<file path="config.mk">
export PLATFORM = sky130hd
export DESIGN_NAME = reflet_uart_loader
export DESIGN_NICKNAME = d
export VERILOG_FILES = /design/src/rtl/reflet_uart_loader_pkg.sv /design/src/rtl/reflet_uart_rx_byte.sv /design/src/rtl/reflet_uart_loader.sv
export SDC_FILE = /design/constraint.sdc
export NUM_CORES = 1
export LEC_CHECK = 0
export ABC_AREA = 1
export BUFFER_PORTS_ARGS = -buffer_cell sky130_fd_sc_hd__buf_4
export CAP_MARGIN = 20
export CORE_ASPECT_RATIO = 0.9
export CORE_MARGIN = 5
export CORE_UTILIZATION = 40
export CTS_CLUSTER_SIZE = 28
export DETAILED_ROUTE_END_ITERATION = 12
export HOLD_SLACK_MARGIN = 0.06
export PLACE_DENSITY = 0.62
export SLEW_MARGIN = 10
export SYNTH_ARGS = -nofsm -noshare
export SYNTH_HDL_FRONTEND = slang
export SYNTH_HIERARCHICAL = 1
export SYNTH_SLANG_ARGS = --single-unit
</file>
<file path="constraint.sdc">
create_clock -name clk -period 2.1 [get_ports clk]
set_input_delay 0 -clock clk [delete_from_list [all_inputs] [get_ports clk]]
set_output_delay 0 -clock clk [all_outputs]
set_load 0.05 [all_outputs]
</file>
<file path="src/rtl/reflet_uart_loader_pkg.sv">
// Shared types and helpers for the Reflet UART boot loader.
package reflet_uart_loader_pkg;

  // Loader progress through a length-prefixed image
  typedef enum logic [1:0] {
    LEN_LO  = 2'd0,
    LEN_HI  = 2'd1,
    PAYLOAD = 2'd2,
    DONE    = 2'd3
  } load_state_t;

  // Byte receiver phases
  typedef enum logic [1:0] {
    RX_IDLE  = 2'd0,
    RX_START = 2'd1,
    RX_DATA  = 2'd2,
    RX_STOP  = 2'd3
  } rx_state_t;

  // Clock cycles per UART bit (integer floor)
  function automatic int unsigned calc_div(input int unsigned clk_freq,
                                           input int unsigned baud_rate);
    return clk_freq / baud_rate;
  endfunction

endpackage

</file>
<file path="src/rtl/reflet_uart_rx_byte.sv">
// 8N1 UART byte receiver: synchronizer, baud counter and receive FSM.
module reflet_uart_rx_byte
  import reflet_uart_loader_pkg::*;
#(
  parameter int unsigned clk_freq  = 1000000,
  parameter int unsigned baud_rate = 9600
) (
  input  logic       clk,
  input  logic       reset,
  input  logic       rx,
  output logic       byte_valid,
  output logic [7:0] byte_data,
  output logic       frame_err
);

  localparam int unsigned DIV = calc_div(clk_freq, baud_rate);
  localparam int CW = $clog2(DIV + 1);
  // Counter counts down to zero, so loading N-1 gives an N-cycle interval
  localparam logic [CW-1:0] FULL_LOAD = CW'(DIV - 1);
  localparam logic [CW-1:0] HALF_LOAD = CW'(DIV / 2 - 1);

  rx_state_t     state;
  rx_state_t     state_next;
  logic          rx_meta;
  logic          rx_sync;
  logic          rx_prev;
  logic [CW-1:0] cnt;
  logic [2:0]    bit_idx;
  logic [7:0]    shreg;
  logic          cnt_done;

  assign cnt_done  = (cnt == '0);
  assign byte_data = shreg;

  // Receiver state register
  always_ff @(posedge clk or posedge reset) begin
    if (reset) state <= RX_IDLE;
    else       state <= state_next;
  end

  // Receiver next-state: start is re-checked at mid-bit to reject glitches
  always_comb begin
    state_next = state;
    case (state)
      RX_IDLE:  if (rx_prev && !rx_sync) state_next = RX_START;
      RX_START: if (cnt_done) state_next = rx_sync ? RX_IDLE : RX_DATA;
      RX_DATA:  if (cnt_done && bit_idx == 3'd7) state_next = RX_STOP;
      RX_STOP:  if (cnt_done) state_next = RX_IDLE;
      default:  state_next = RX_IDLE;
    endcase
  end

  // Receiver outputs: the stop-bit sample decides between a good byte and a framing error
  always_comb begin
    byte_valid = 1'b0;
    frame_err  = 1'b0;
    if (state == RX_STOP && cnt_done) begin
      byte_valid = rx_sync;
      frame_err  = !rx_sync;
    end
  end

  // Synchronizer, baud counter and LSB-first shift register
  always_ff @(posedge clk or posedge reset) begin
    if (reset) begin
      rx_meta <= 1'b1;
      rx_sync <= 1'b1;
      rx_prev <= 1'b1;
      cnt     <= '0;
      bit_idx <= '0;
      shreg   <= '0;
    end else begin
      rx_meta <= rx;
      rx_sync <= rx_meta;
      rx_prev <= rx_sync;
      case (state)
        RX_IDLE: begin
          cnt     <= HALF_LOAD;
          bit_idx <= '0;
        end
        RX_DATA: begin
          if (cnt_done) begin
            cnt     <= FULL_LOAD;
            shreg   <= {rx_sync, shreg[7:1]};
            bit_idx <= bit_idx + 3'd1;
          end else begin
            cnt <= cnt - 1'b1;
          end
        end
        default: begin
          if (cnt_done) cnt <= FULL_LOAD;
          else          cnt <= cnt - 1'b1;
        end
      endcase
    end
  end

endmodule

</file>
<file path="src/rtl/reflet_uart_loader.sv">
// UART boot loader: receives a length-prefixed image and writes it to instruction RAM.
module reflet_uart_loader
  import reflet_uart_loader_pkg::*;
#(
  parameter int unsigned clk_freq  = 1000000,
  parameter int unsigned baud_rate = 9600,
  parameter int unsigned addr_size = 15
) (
  input  logic                 clk,
  input  logic                 reset,
  input  logic                 rx,
  output logic [addr_size-1:0] mem_addr,
  output logic [7:0]           mem_data,
  output logic                 mem_write_en,
  output logic                 cpu_hold,
  output logic                 done,
  output logic                 error
);

  load_state_t          state;
  load_state_t          state_next;
  logic                 byte_valid;
  logic [7:0]           byte_data;
  logic                 frame_err;
  logic [7:0]           len_lo;
  logic [15:0]          remaining;
  logic [15:0]          length;
  logic [addr_size-1:0] wr_ptr;
  logic                 full;
  logic                 take_payload;
  logic                 do_write;
  logic                 do_ovf;

  reflet_uart_rx_byte #(
    .clk_freq (clk_freq),
    .baud_rate(baud_rate)
  ) u_rx (
    .clk       (clk),
    .reset     (reset),
    .rx        (rx),
    .byte_valid(byte_valid),
    .byte_data (byte_data),
    .frame_err (frame_err)
  );

  assign length = {byte_data, len_lo};

  // Loader state register
  always_ff @(posedge clk or posedge reset) begin
    if (reset) state <= LEN_LO;
    else       state <= state_next;
  end

  // Loader next-state: a zero length skips the payload entirely
  always_comb begin
    state_next = state;
    case (state)
      LEN_LO:  if (byte_valid) state_next = LEN_HI;
      LEN_HI:  if (byte_valid) state_next = (length == 16'd0) ? DONE : PAYLOAD;
      PAYLOAD: if (byte_valid && remaining == 16'd1) state_next = DONE;
      default: state_next = DONE;
    endcase
  end

  // Loader decode: once the RAM is full, payload bytes are consumed without a write
  always_comb begin
    take_payload = (state == PAYLOAD) && byte_valid;
    do_write     = take_payload && !full;
    do_ovf       = take_payload && full;
  end

  // Counters, RAM write port and sticky status; done lags the last strobe by one cycle
  always_ff @(posedge clk or posedge reset) begin
    if (reset) begin
      len_lo       <= '0;
      remaining    <= '0;
      wr_ptr       <= '0;
      full         <= 1'b0;
      mem_addr     <= '0;
      mem_data     <= '0;
      mem_write_en <= 1'b0;
      cpu_hold     <= 1'b1;
      done         <= 1'b0;
      error        <= 1'b0;
    end else begin
      mem_write_en <= do_write;
      done         <= (state == DONE);
      cpu_hold     <= (state != DONE);
      if (state == LEN_LO && byte_valid) len_lo <= byte_data;
      if (state == LEN_HI && byte_valid) begin
        remaining <= length;
        wr_ptr    <= '0;
        full      <= 1'b0;
      end
      if (take_payload) remaining <= remaining - 16'd1;
      if (do_write) begin
        mem_addr <= wr_ptr;
        mem_data <= byte_data;
        // Park at the top address instead of wrapping
        if (wr_ptr == '1) full <= 1'b1;
        else              wr_ptr <= wr_ptr + 1'b1;
      end
      if (do_ovf || (frame_err && state != DONE)) error <= 1'b1;
    end
  end

endmodule

</file>
==> results of run 1 <==
metal layers:
layer,global-route usage (%),up-vias,part of all wire (%)
met5,0,-,0
met4,6.43,0,1.8
met3,2.97,14,5.9
met2,23.0,132,41
met1,26.4,1889,51
li1,-,2023,-
kinds of logic (layout without fill, tap and decap cells):
family / count (synthesis) / in the layout / share of synthesized area [%]
xor+xnor: 5 / 5 / 0.925
simple gates: 348 / 348 / 32.3
buf+inv: 89 / 146 / 8.37
compound gates: 66 / 66 / 7.90
fa+ha+maj: 7 / 7 / 1.85
flops: 92 / 92 / 48.7
layout make-up:
cell class	instances	area (µm²)	share of cell area (%)
clock buffer	12	246	4.29
clock inverter	4	48.8	0.850
inverter	75	313	5.45
multi-input combinational	426	2140	37.3
sequential	92	2310	40.2
tap	156	195	3.40
timing repair buffer	55	487	8.48
worst max-delay path by stage:
stage / startpoint / end / slack [ns]
after floorplan: u_rx/cnt[0] / mem_addr[14] / 0.01
after global placement: u_rx/cnt[1] / wr_ptr[8] / 0.04
after detailed placement: u_rx/cnt[0] / wr_ptr[12] / -0.03
final: u_rx/cnt[0] / wr_ptr[0] / 0.01
after global routing: u_rx/cnt[0] / wr_ptr[3] / -0.13
after CTS: u_rx/cnt[0] / remaining[12] / -0.02
stage by stage:
| step | util, % | cell area [µm²] | setup slack, ns | power [µW] |
|---|---|---|---|---|
| after global placement | 45.1 | 5200 | 0.0375 | 2470 |
| after detailed placement | 45.1 | 5200 | -0.0339 | 2500 |
| after CTS | 48.0 | 5530 | -0.0207 | 4140 |
| after global routing | 49.8 | 5740 | -0.129 | 4350 |
| after floorplan | - | 4760 | 0.0115 | 2360 |
| final | 49.8 | 5740 | 0.0109 | 4140 |
sequential cells by signal (all words and copies together) (netlist names), 2 cells and up, named ones only:
name / count
u_rx/bit_idx: 3
u_rx/byte_data: 8
mem_addr: 15
remaining: 16
wr_ptr: 15
state: 2
len_lo: 8
mem_data: 8
u_rx/cnt: 7
power by group through the flow:
stage          logic [µW]  registers (µW)  clock network, µW
6_report              509            2010               1630
5_1_grt               584            2020               1750
3_3_place_gp          449            2020                  0
2_1_floorplan         337            2020                  0
4_1_cts               473            2000               1660
3_5_place_dp          472            2030                  0
placed cells by master (no fill, tap or decap), types with 3 or more instances in the layout:
master	instances
sky130_fd_sc_hd__buf_12	4
sky130_fd_sc_hd__a21oi_1	8
sky130_fd_sc_hd__nand2_2	9
sky130_fd_sc_hd__inv_1	63
sky130_fd_sc_hd__xor2_1	3
sky130_fd_sc_hd__nand3_1	45
sky130_fd_sc_hd__nor3_1	4
sky130_fd_sc_hd__nor2_4	6
sky130_fd_sc_hd__inv_2	7
sky130_fd_sc_hd__o21ai_0	23
sky130_fd_sc_hd__o21ai_1	17
sky130_fd_sc_hd__o21ai_2	10
sky130_fd_sc_hd__clkbuf_16	9
sky130_fd_sc_hd__ha_1	6
sky130_fd_sc_hd__dfstp_2	4
sky130_fd_sc_hd__nand3_2	3
sky130_fd_sc_hd__dfrtp_1	88
sky130_fd_sc_hd__nand4_1	11
sky130_fd_sc_hd__nor2_1	60
sky130_fd_sc_hd__nand2_1	192
sky130_fd_sc_hd__buf_4	46
sky130_fd_sc_hd__nor2_2	8
timing repair:
action | CTS | global route
gates cloned | 0 | 0
hold endpoints to repair | 48 | 0
hold buffers | 2 | 0
buffers inserted | 0 | 7
setup endpoints to repair | 10 | 58
pin swaps | 1 | 7
gates resized for setup | 5 | 51
synthesized netlist by cell type (5+ instances only):
cell | n | area (µm²)
sky130_fd_sc_hd__nor2_4 | 5 | 56.3
sky130_fd_sc_hd__dfrtp_1 | 88 | 2200
sky130_fd_sc_hd__nor2_1 | 63 | 236
sky130_fd_sc_hd__inv_1 | 69 | 259
sky130_fd_sc_hd__o21ai_2 | 6 | 52.6
sky130_fd_sc_hd__buf_6 | 6 | 67.6
sky130_fd_sc_hd__nand3_1 | 48 | 240
sky130_fd_sc_hd__a21oi_1 | 8 | 40.0
sky130_fd_sc_hd__nor3_1 | 5 | 25.0
sky130_fd_sc_hd__o21ai_0 | 29 | 145
sky130_fd_sc_hd__nor2_2 | 6 | 37.5
sky130_fd_sc_hd__nand2_1 | 201 | 754
sky130_fd_sc_hd__nand4_1 | 11 | 68.8
sky130_fd_sc_hd__inv_2 | 6 | 22.5
sky130_fd_sc_hd__ha_1 | 7 | 87.6
sky130_fd_sc_hd__o21ai_1 | 15 | 75.1
==> metrics.yaml, run 1 <==
final_net_count: 669
skew_ns: 0.00952
placeableCoreArea_um2: 11500
p_int_uw: 3040
syn_area_per_cell_um2: 7.80
timing.critical_path.fanout_max: 12
worst-r2r-cell-count: 16
clock_group_share_of_total_power_pct: 39.3
die_height_um: 113
synthArstFlopShare_pct: 100
tritoncts: "done"
avgRoutedWirePerCell_um: 14.1
starting_density_of_the_core_pct: 41.1
dp.final_hpwl_um: 8220
post-route-min-period_ns: 2.09
timing.reg2reg.setup_slack_ns: 0.01
timing.critical_path.cells: "inv_2 > ha_4 > inv_2 > nor2_4 > nand3_4 > inv_4 > nand3_4 > nor2_4 > inv_2 > nor2_4 > nand2_4 > nor2_8 > buf_12 > nand2_8 > nand3_1 > o21ai_1"
finalNonFillerCells: 820
vdd_drop_max_mv: 0.518
min_delay_worst_endpoint: "u_rx/rx_meta"
critPathArrivalTime_ns: 2.31
final_antenna_net_count: 0
global_route_wire_length_before_repair_um: 19300
worstReg2RegEnd: "wr_ptr[0]"
worst_setup_path_end_kind: "register"
status: "finished, final reports clean"
clockBufferDepth: 2
sequential_cell_fraction_of_total_power_pct: 48.5
post-route-drc-count: 0
chipWidth_um: 125
pin_count_of_the_biggest_net_entering_global_routing: 46
fp-row-count: 37
worst_slew_margin_pct: 41.4
clk_root_buffer_cell: "sky130_fd_sc_hd__clkbuf_16"
grt_antenna_before_repair: 0
synth.net_count: 617
antennaDiodeCount: 0
clkTransAtPathRegs_ns: 0.06
min_delay_path_depth: 2
cp_num_cells: 16
grt_use_total_pct: 16.9
final_number_of_hold_violating_endpoints: 0
ys_seq_elements: 92
cts_inserted_buffers: 9
num_vias: 4058
worstSkewPairLatency_ns: 0.34
timing.critical_path.slowest_stage_cell: "sky130_fd_sc_hd__dfrtp_1"
area_delta_synth_final_pct: 21.2
finalSetupViolCount: 0
netlist_area_um2: 4740
final.setup.tns_ns: 0
switchingPower_uw: 1110
design.die.area_um2: 14100
ys_warn_count: 6
timing.setup.critical_path_class: "reg -> reg"
p_leak_uw: 0.00295
swShare_pct: 26.7
tightest_slew_ns: 0.878
synth-main-ff-cell: "sky130_fd_sc_hd__dfrtp_1"
worst_hold_path_type: "in -> reg"
cts_num_sinks: 92
grt_pass1_vias: 3696
h-tree-depth: 3
grt-ovfl-total: 0
maxCapViolCount: 0
synth.distinct_cells: 37
path_buf_inv: 5
vias_per_cell: 4.95
power_density_nw_per_um2: 722
worst_hold_startpoint: "rx"
nFillCells: 1088
finalMaxSlewViolations: 0
placement.io_buffers: 29
cp-start-kind: "register"
drt-pass1-iter-count: 5
grt_setup_unrepaired: "true"
netlist_instances: 607
timing.final.crit_share_pct: 99.5
timing.hold.ws_ns: 0.315
postRouteWirelength_um: 11500
place.gp.congestion: 0.886
crit_path_max_incr_delay_ns: 0.40
cp_data_required_time_ns: 2.32
worst_path_top_cell_family_by_delay: "simple AND/OR/NAND/NOR gates"
synth_edf_count: 0
layout-drive-gt1-share_pct: 19.4
drt_iter0_drc: 301
ios: 30
fmaxAchievable_mhz: 479
place.detailed.instances: 795
combinationalPowerShare_pct: 12.3
critical_r2r_launch: "u_rx/cnt[0]"
seq_area_frac_synth_pct: 48.7
Note: power is estimated with default switching activity, not from simulation.
==> inputs of run 2 (changes only) <==
Settings changed: CTS_BUF_LIST from default to sky130_fd_sc_hd__clkbuf_8.
==> run 2 against run 1 <==
Combinational power about the same. First-iteration DRC count down 6.0%. Sequential power about the same. Critical path depth up 1. Global-route usage down 0.091 points. Setup slack better by 0.0018 ns. Cell area down 1.9%. Total power down 11%. Clock-buffer cell count down 2. Highest routed layer unchanged.
==> metrics.yaml, run 2 (synthesis results as in run 1) <==
worst_path_top_cell_family_by_delay: "simple AND/OR/NAND/NOR gates"
path_buf_inv: 6  # +1
skew_ns: 0.0160  # +0.00651 ns
fp-row-count: 37  # unchanged
timing.critical_path.fanout_max: 12  # unchanged
finalNonFillerCells: 821  # +0.12%
placement.io_buffers: 29  # unchanged
drt_iter0_drc: 283  # -6.0%
timing.setup.critical_path_class: "reg -> reg"
vdd_drop_max_mv: 0.547  # +5.8%
cp-start-kind: "register"
report.power.total_uw: 3710  # -11%
worst_hold_path_type: "in -> reg"
global_route_wire_length_before_repair_um: 19200  # -0.47%
cp_data_required_time_ns: 2.41  # +0.09 ns
p_leak_uw: 0.00292  # -1.3%
endpoint: "wr_ptr[11]"
timing.final.crit_share_pct: 99.4  # about the same
multi_input_area_um2: 2130  # -0.53%
tritoncts: "done"
num_vias: 3981  # -1.9%
grt_antenna_before_repair: 0  # unchanged
maxCapViolCount: 0  # unchanged
antennaDiodeCount: 0  # unchanged
largest_registers: "remaining: 16 flops, mem_addr: 15 flops, wr_ptr: 15 flops"
design.die.area_um2: 14100  # unchanged
cts_inserted_buffers: 9  # unchanged
clk_root_buffer_cell: "sky130_fd_sc_hd__clkbuf_8"
final_antenna_net_count: 0  # unchanged
clockBufferDepth: 2  # unchanged
finalSetupViolCount: 0  # unchanged
avgRoutedWirePerCell_um: 14.0  # -0.69%
clkTransAtPathRegs_ns: 0.08  # +0.02 ns
finalMaxSlewViolations: 0  # unchanged
largest_register_ff_count: 16  # unchanged
worst-r2r-cell-count: 17  # +1
min_delay_path_depth: 2  # unchanged
worstSetupStartpoint: "u_rx/cnt[0]"
worstSkewPairLatency_ns: 0.38  # +0.04 ns
worst_slew_margin_pct: 41.0  # -0.38 points
pin_count_of_the_biggest_net_entering_global_routing: 46  # unchanged
grt_setup_unrepaired: "true"
status: "finished, final reports clean"
place.detailed.instances: 795  # unchanged
cp_num_cells: 17  # +1
area_delta_synth_final_pct: 18.9
place.gp.congestion: 0.886  # unchanged
timing.reg2reg.setup_slack_ns: 0.01  # about the same
drt-pass1-iter-count: 5  # unchanged
die_height_um: 113  # unchanged
timing.critical_path.slowest_stage_cell: "sky130_fd_sc_hd__dfrtp_1"
critical_r2r_launch: "u_rx/cnt[0]"
timing.hold.ws_ns: 0.289  # -0.0260 ns
grt_pass1_vias: 3680  # -0.43%
dp.final_hpwl_um: 8220  # unchanged
grt_use_total_pct: 16.8  # -0.091 points
final_common_cell: "sky130_fd_sc_hd__nand2_1"
tightest_slew_ns: 0.884  # +0.00576 ns
vias_per_cell: 4.85  # -2.0%
post-route-min-period_ns: 2.09  # -0.00182 ns
commonest_cells_after_routing_fill_and_taps_aside: "191 x sky130_fd_sc_hd__nand2_1, 88 x sky130_fd_sc_hd__dfrtp_1, 65 x sky130_fd_sc_hd__inv_1"
post-route-drc-count: 0  # unchanged
nFillCells: 1109  # +1.9%
critPathArrivalTime_ns: 2.40  # +0.09 ns
crit_path_max_incr_delay_ns: 0.41  # about the same
chipWidth_um: 125  # unchanged
worst_setup_path_end_kind: "register"
postRouteWirelength_um: 11500  # -0.57%
worstReg2RegEnd: "wr_ptr[11]"
register_ranked_first_by_flip_flop_count: "remaining"
grt-ovfl-total: 0  # unchanged
power_density_nw_per_um2: 658  # -8.8%
starting_density_of_the_core_pct: 41.1  # unchanged
final_net_count: 670  # +0.15%
cts_num_sinks: 92  # unchanged
fmaxAchievable_mhz: 479  # about the same
layout.area.seq_um2: 2310  # unchanged
layout-drive-gt1-share_pct: 19.2  # -0.18 points
ios: 30  # unchanged
final_number_of_hold_violating_endpoints: 0  # unchanged
timing.critical_path.cells: "inv_2 > ha_4 > inv_2 > nor2_4 > nand3_4 > inv_4 > nand3_4 > nor2_4 > inv_2 > nor2_4 > nand2_4 > nor2_8 > buf_12 > nand2_8 > inv_6 > nand3_1 > nand2_1"
h-tree-depth: 3  # unchanged
placeableCoreArea_um2: 11500  # unchanged
-- run 2: how the worst min path moves through the flow --
stage / start / to / slack (ns)
after global placement: rx / u_rx/rx_meta / 0.11
final: rx / u_rx/rx_meta / 0.29
after global routing: rx / u_rx/rx_meta / 0.29
after floorplan: reset / async pin / -0.0003
after CTS: rx / u_rx/rx_meta / 0.26
after detailed placement: rx / u_rx/rx_meta / 0.11
-- run 2: layout make-up --
class                   instances  area share (%)
clock buffers                  10            2.44
clock inverters                 6            1.00
inverters                      75            5.55
multi-input cells             426            37.9
flip-flops and latches         92            41.0
well taps                     156            3.47
repair buffers                 56            8.71
-- run 2: layer usage --
metal / global-route usage, % / vias up / routed length (µm)
li1: - / 2025 / -
met1: 26.3 / 1829 / 5920
met2: 22.9 / 114 / 4670
met3: 2.97 / 13 / 700
met4: 6.21 / 0 / 172
met5: 0 / - / 0
-- run 2: stage by stage --
stage | setup slack [ns] | utilization [%] | area, µm² | setup TNS (ns)
6_report | 0.0128 | 48.9 | 5630 | 0
3_3_place_gp | 0.0375 | 45.1 | 5200 | 0
4_1_cts | -0.0222 | 47.1 | 5430 | -0.0626
3_5_place_dp | -0.0339 | 45.1 | 5200 | -0.131
5_1_grt | -0.126 | 48.9 | 5630 | -3.84
2_1_floorplan | 0.0115 | - | 4760 | 0
-- run 2: worst reg2reg max path, stage by stage, from the launching register on --
cell,delay [ns]
sky130_fd_sc_hd__dfrtp_1,0.41
sky130_fd_sc_hd__inv_2,0.10
sky130_fd_sc_hd__ha_4,0.13
sky130_fd_sc_hd__inv_2,0.04
sky130_fd_sc_hd__nor2_4,0.12
sky130_fd_sc_hd__nand3_4,0.09
sky130_fd_sc_hd__inv_4,0.08
sky130_fd_sc_hd__nand3_4,0.07
sky130_fd_sc_hd__nor2_4,0.10
sky130_fd_sc_hd__inv_2,0.06
sky130_fd_sc_hd__nor2_4,0.10
sky130_fd_sc_hd__nand2_4,0.12
sky130_fd_sc_hd__nor2_8,0.17
sky130_fd_sc_hd__buf_12,0.15
sky130_fd_sc_hd__nand2_8,0.09
sky130_fd_sc_hd__inv_6,0.09
sky130_fd_sc_hd__nand3_1,0.06
sky130_fd_sc_hd__nand2_1,0.06
-- run 2: timing repair --
action / 4_1_cts / 5_1_grt
hold buffers: 2 / 0
setup buffers: 0 / 8
resized for setup: 5 / 48
pin swaps: 1 / 7
setup endpoints to repair: 10 / 57
endpoints found under the hold margin: 48 / 0
-- run 2: power breakdown --
group / internal [µW] / total, µW / switching [µW] / leakage (µW)
registers: 1880 / 2000 / 127 / 0.00125
logic: 203 / 509 / 306 / 0.00156
clock network: 573 / 1190 / 621 / 0.000109
total: 2650 / 3710 / 1050 / 0.00292
==> inputs of run 3 (changes only) <==
Settings changed: CTS_BUF_LIST sky130_fd_sc_hd__clkbuf_8 to sky130_fd_sc_hd__clkbuf_16.
==> run 3 against run 2 <==
The run now ends with setup timing left. Sequential power about the same. Clock skew fell by 0.0069 ns. Cell area increased by 2.1%. Via count grew 1.7%. Hold slack better by 0.026 ns. Total power rose by 11%. Core utilization increased by 1.0 points. Clock-buffer cell count shrank 1. Fmax shrank 0.89%. Critical path type unchanged.
==> metrics.yaml, run 3 (synthesis results as in run 1) <==
worst_hold_path_type: "in -> reg"
placeableCoreArea_um2: 11500  # unchanged
post-route-worst-setup-slack_ns: -0.00593  # -0.0187 ns
worst_setup_path_end_kind: "register"
p_leak_uw: 0.00297  # +1.8%
clkTransAtPathRegs_ns: 0.06  # -0.02 ns
drt_iter0_drc: 251  # -11%
pin_count_of_the_biggest_net_entering_global_routing: 46  # unchanged
final_antenna_net_count: 0  # unchanged
ios: 30  # unchanged
vias_per_cell: 4.92  # +1.5%
design.die.area_um2: 14100  # unchanged
cts_num_sinks: 92  # unchanged
cp_data_required_time_ns: 2.36  # -0.05 ns
tritoncts: "done"
timing.setup.critical_path_class: "reg -> reg"
post-route-min-period_ns: 2.11  # +0.0187 ns
die_height_um: 113  # unchanged
grt_pass1_vias: 3694  # +0.38%
power_density_nw_per_um2: 714  # +8.4%
timing.critical_path.fanout_max: 45  # +33
place.detailed.instances: 795  # unchanged
worst_slew_margin_pct: 41.1  # about the same
skew_ns: 0.00914  # -0.00688 ns
postRouteWirelength_um: 11600  # +1.5%
commonest_cells_after_routing_fill_and_taps_aside: "195 x sky130_fd_sc_hd__nand2_1, 88 x sky130_fd_sc_hd__dfrtp_1, 65 x sky130_fd_sc_hd__inv_1"
nFillCells: 1088  # -1.9%
dp.final_hpwl_um: 8220  # unchanged
finalNonFillerCells: 823  # +0.24%
post-route-drc-count: 0  # unchanged
layout-drive-gt1-share_pct: 18.6  # -0.66 points
worstSkewPairLatency_ns: 0.35  # -0.03 ns
register_ranked_first_by_flip_flop_count: "remaining"
starting_density_of_the_core_pct: 41.1  # unchanged
global_route_wire_length_before_repair_um: 19300  # +0.47%
avgRoutedWirePerCell_um: 14.1  # +1.2%
fp-row-count: 37  # unchanged
num_vias: 4049  # +1.7%
final_common_cell: "sky130_fd_sc_hd__nand2_1"
area_delta_synth_final_pct: 21.4
largest_registers: "remaining: 16 flops, mem_addr: 15 flops, wr_ptr: 15 flops"
status: "finished, violations left"
maxCapViolCount: 0  # unchanged
h-tree-depth: 3  # unchanged
grt_setup_unrepaired: "true"
final_net_count: 672  # +0.30%
cts_inserted_buffers: 9  # unchanged
finalMaxSlewViolations: 0  # unchanged
grt-ovfl-total: 0  # unchanged
drt-pass1-iter-count: 5  # unchanged
clk_root_buffer_cell: "sky130_fd_sc_hd__clkbuf_16"
vdd_drop_max_mv: 0.518  # -5.4%
grt_antenna_before_repair: 0  # unchanged
antennaDiodeCount: 0  # unchanged
critPathArrivalTime_ns: 2.37  # -0.03 ns
cp-start-kind: "register"
largest_register_ff_count: 16  # unchanged
finalSetupViolCount: 1  # +1
fmaxAchievable_mhz: 475  # -0.89%
clockBufferDepth: 2  # unchanged
placement.io_buffers: 29  # unchanged
tightest_slew_ns: 0.883  # -0.000365 ns
grt_use_total_pct: 16.9  # +0.10 points
chipWidth_um: 125  # unchanged
final.setup.tns_ns: -0.00593  # -0.00593 ns
timing.final.crit_share_pct: 100  # +0.89 points
place.gp.congestion: 0.886  # unchanged
failed_checks: "setup timing"
final_number_of_hold_violating_endpoints: 0  # unchanged
-- run 3: layer usage --
layer  part of all wire (%)  vias to the layer above  GRT usage (%)
met2                     41                      107           23.0
met4                    1.7                        0           6.43
li1                       -                     2037              -
met3                    5.0                       12           2.97
met1                     52                     1893           26.5
met5                      0                        -              0
-- run 3: area by class of cell --
cell class	instances	area (µm²)	share of cell area (%)
clock inverter	7	60.1	1.04
clock buffer	9	225	3.92
inverter	75	313	5.44
multi-input combinational	426	2120	37.0
timing repair buffer	58	524	9.12
sequential	92	2310	40.1
tap	156	195	3.39
-- run 3: worst paths after layout --
path / from / endpoint / slack [ns] / cells past startpoint
max reg2reg: u_rx/cnt[0] / wr_ptr[12] / -0.006 / 17
min: rx / u_rx/rx_meta / 0.32 / 2
min reg2reg: u_rx/rx_meta / u_rx/rx_sync / 0.36 / 0
max in group asynchronous: reset / cpu_hold / 1.03 / 4
max: u_rx/cnt[0] / wr_ptr[12] / -0.006 / 17
min in group asynchronous: reset / state[1] / 0.33 / 3
-- run 3: repair_timing --
item                                    CTS  global route
pin swaps                                 1            10
hold endpoints to repair                 48             0
setup buffers                             0            10
endpoints found under the setup margin   10            58
hold buffers                              2             0
resized for setup                         5            48
-- run 3: metrics by stage --
| stage | hold slack [ns] | instance area [µm²] | util, % | power [µW] | setup WS, ns |
|---|---|---|---|---|---|
| floorplan | -0.000300 | 4760 | - | 2360 | 0.0115 |
| finish | 0.315 | 5750 | 49.9 | 4100 | -0.00593 |
| detailed placement | 0.110 | 5200 | 45.1 | 2500 | -0.0339 |
| global route | 0.320 | 5750 | 49.9 | 4300 | -0.149 |
| global placement | 0.109 | 5200 | 45.1 | 2470 | 0.0375 |
| CTS | 0.296 | 5520 | 47.9 | 4090 | -0.0214 |
-- run 3: worst max-delay path, cell delays in order, from the launching register on --
cell and delay, ns:
sky130_fd_sc_hd__dfrtp_1 0.40, sky130_fd_sc_hd__inv_2 0.09, sky130_fd_sc_hd__ha_4 0.13, sky130_fd_sc_hd__inv_2 0.03
sky130_fd_sc_hd__nor2_4 0.10, sky130_fd_sc_hd__nand3_4 0.09, sky130_fd_sc_hd__inv_4 0.08, sky130_fd_sc_hd__nand3_4 0.07
sky130_fd_sc_hd__nor2_4 0.11, sky130_fd_sc_hd__inv_2 0.06, sky130_fd_sc_hd__nor2_4 0.10, sky130_fd_sc_hd__nand2_4 0.12
sky130_fd_sc_hd__nor2_8 0.16, sky130_fd_sc_hd__buf_8 0.16, sky130_fd_sc_hd__inv_16 0.08, sky130_fd_sc_hd__nor2_1 0.10
sky130_fd_sc_hd__nand2_1 0.05, sky130_fd_sc_hd__o211ai_1 0.07
-- run 3: power breakdown --
part,internal (µW),switching [µW],total (µW)
logic,200,306,506
clock network,908,681,1590
registers,1880,128,2010
total,2990,1110,4100
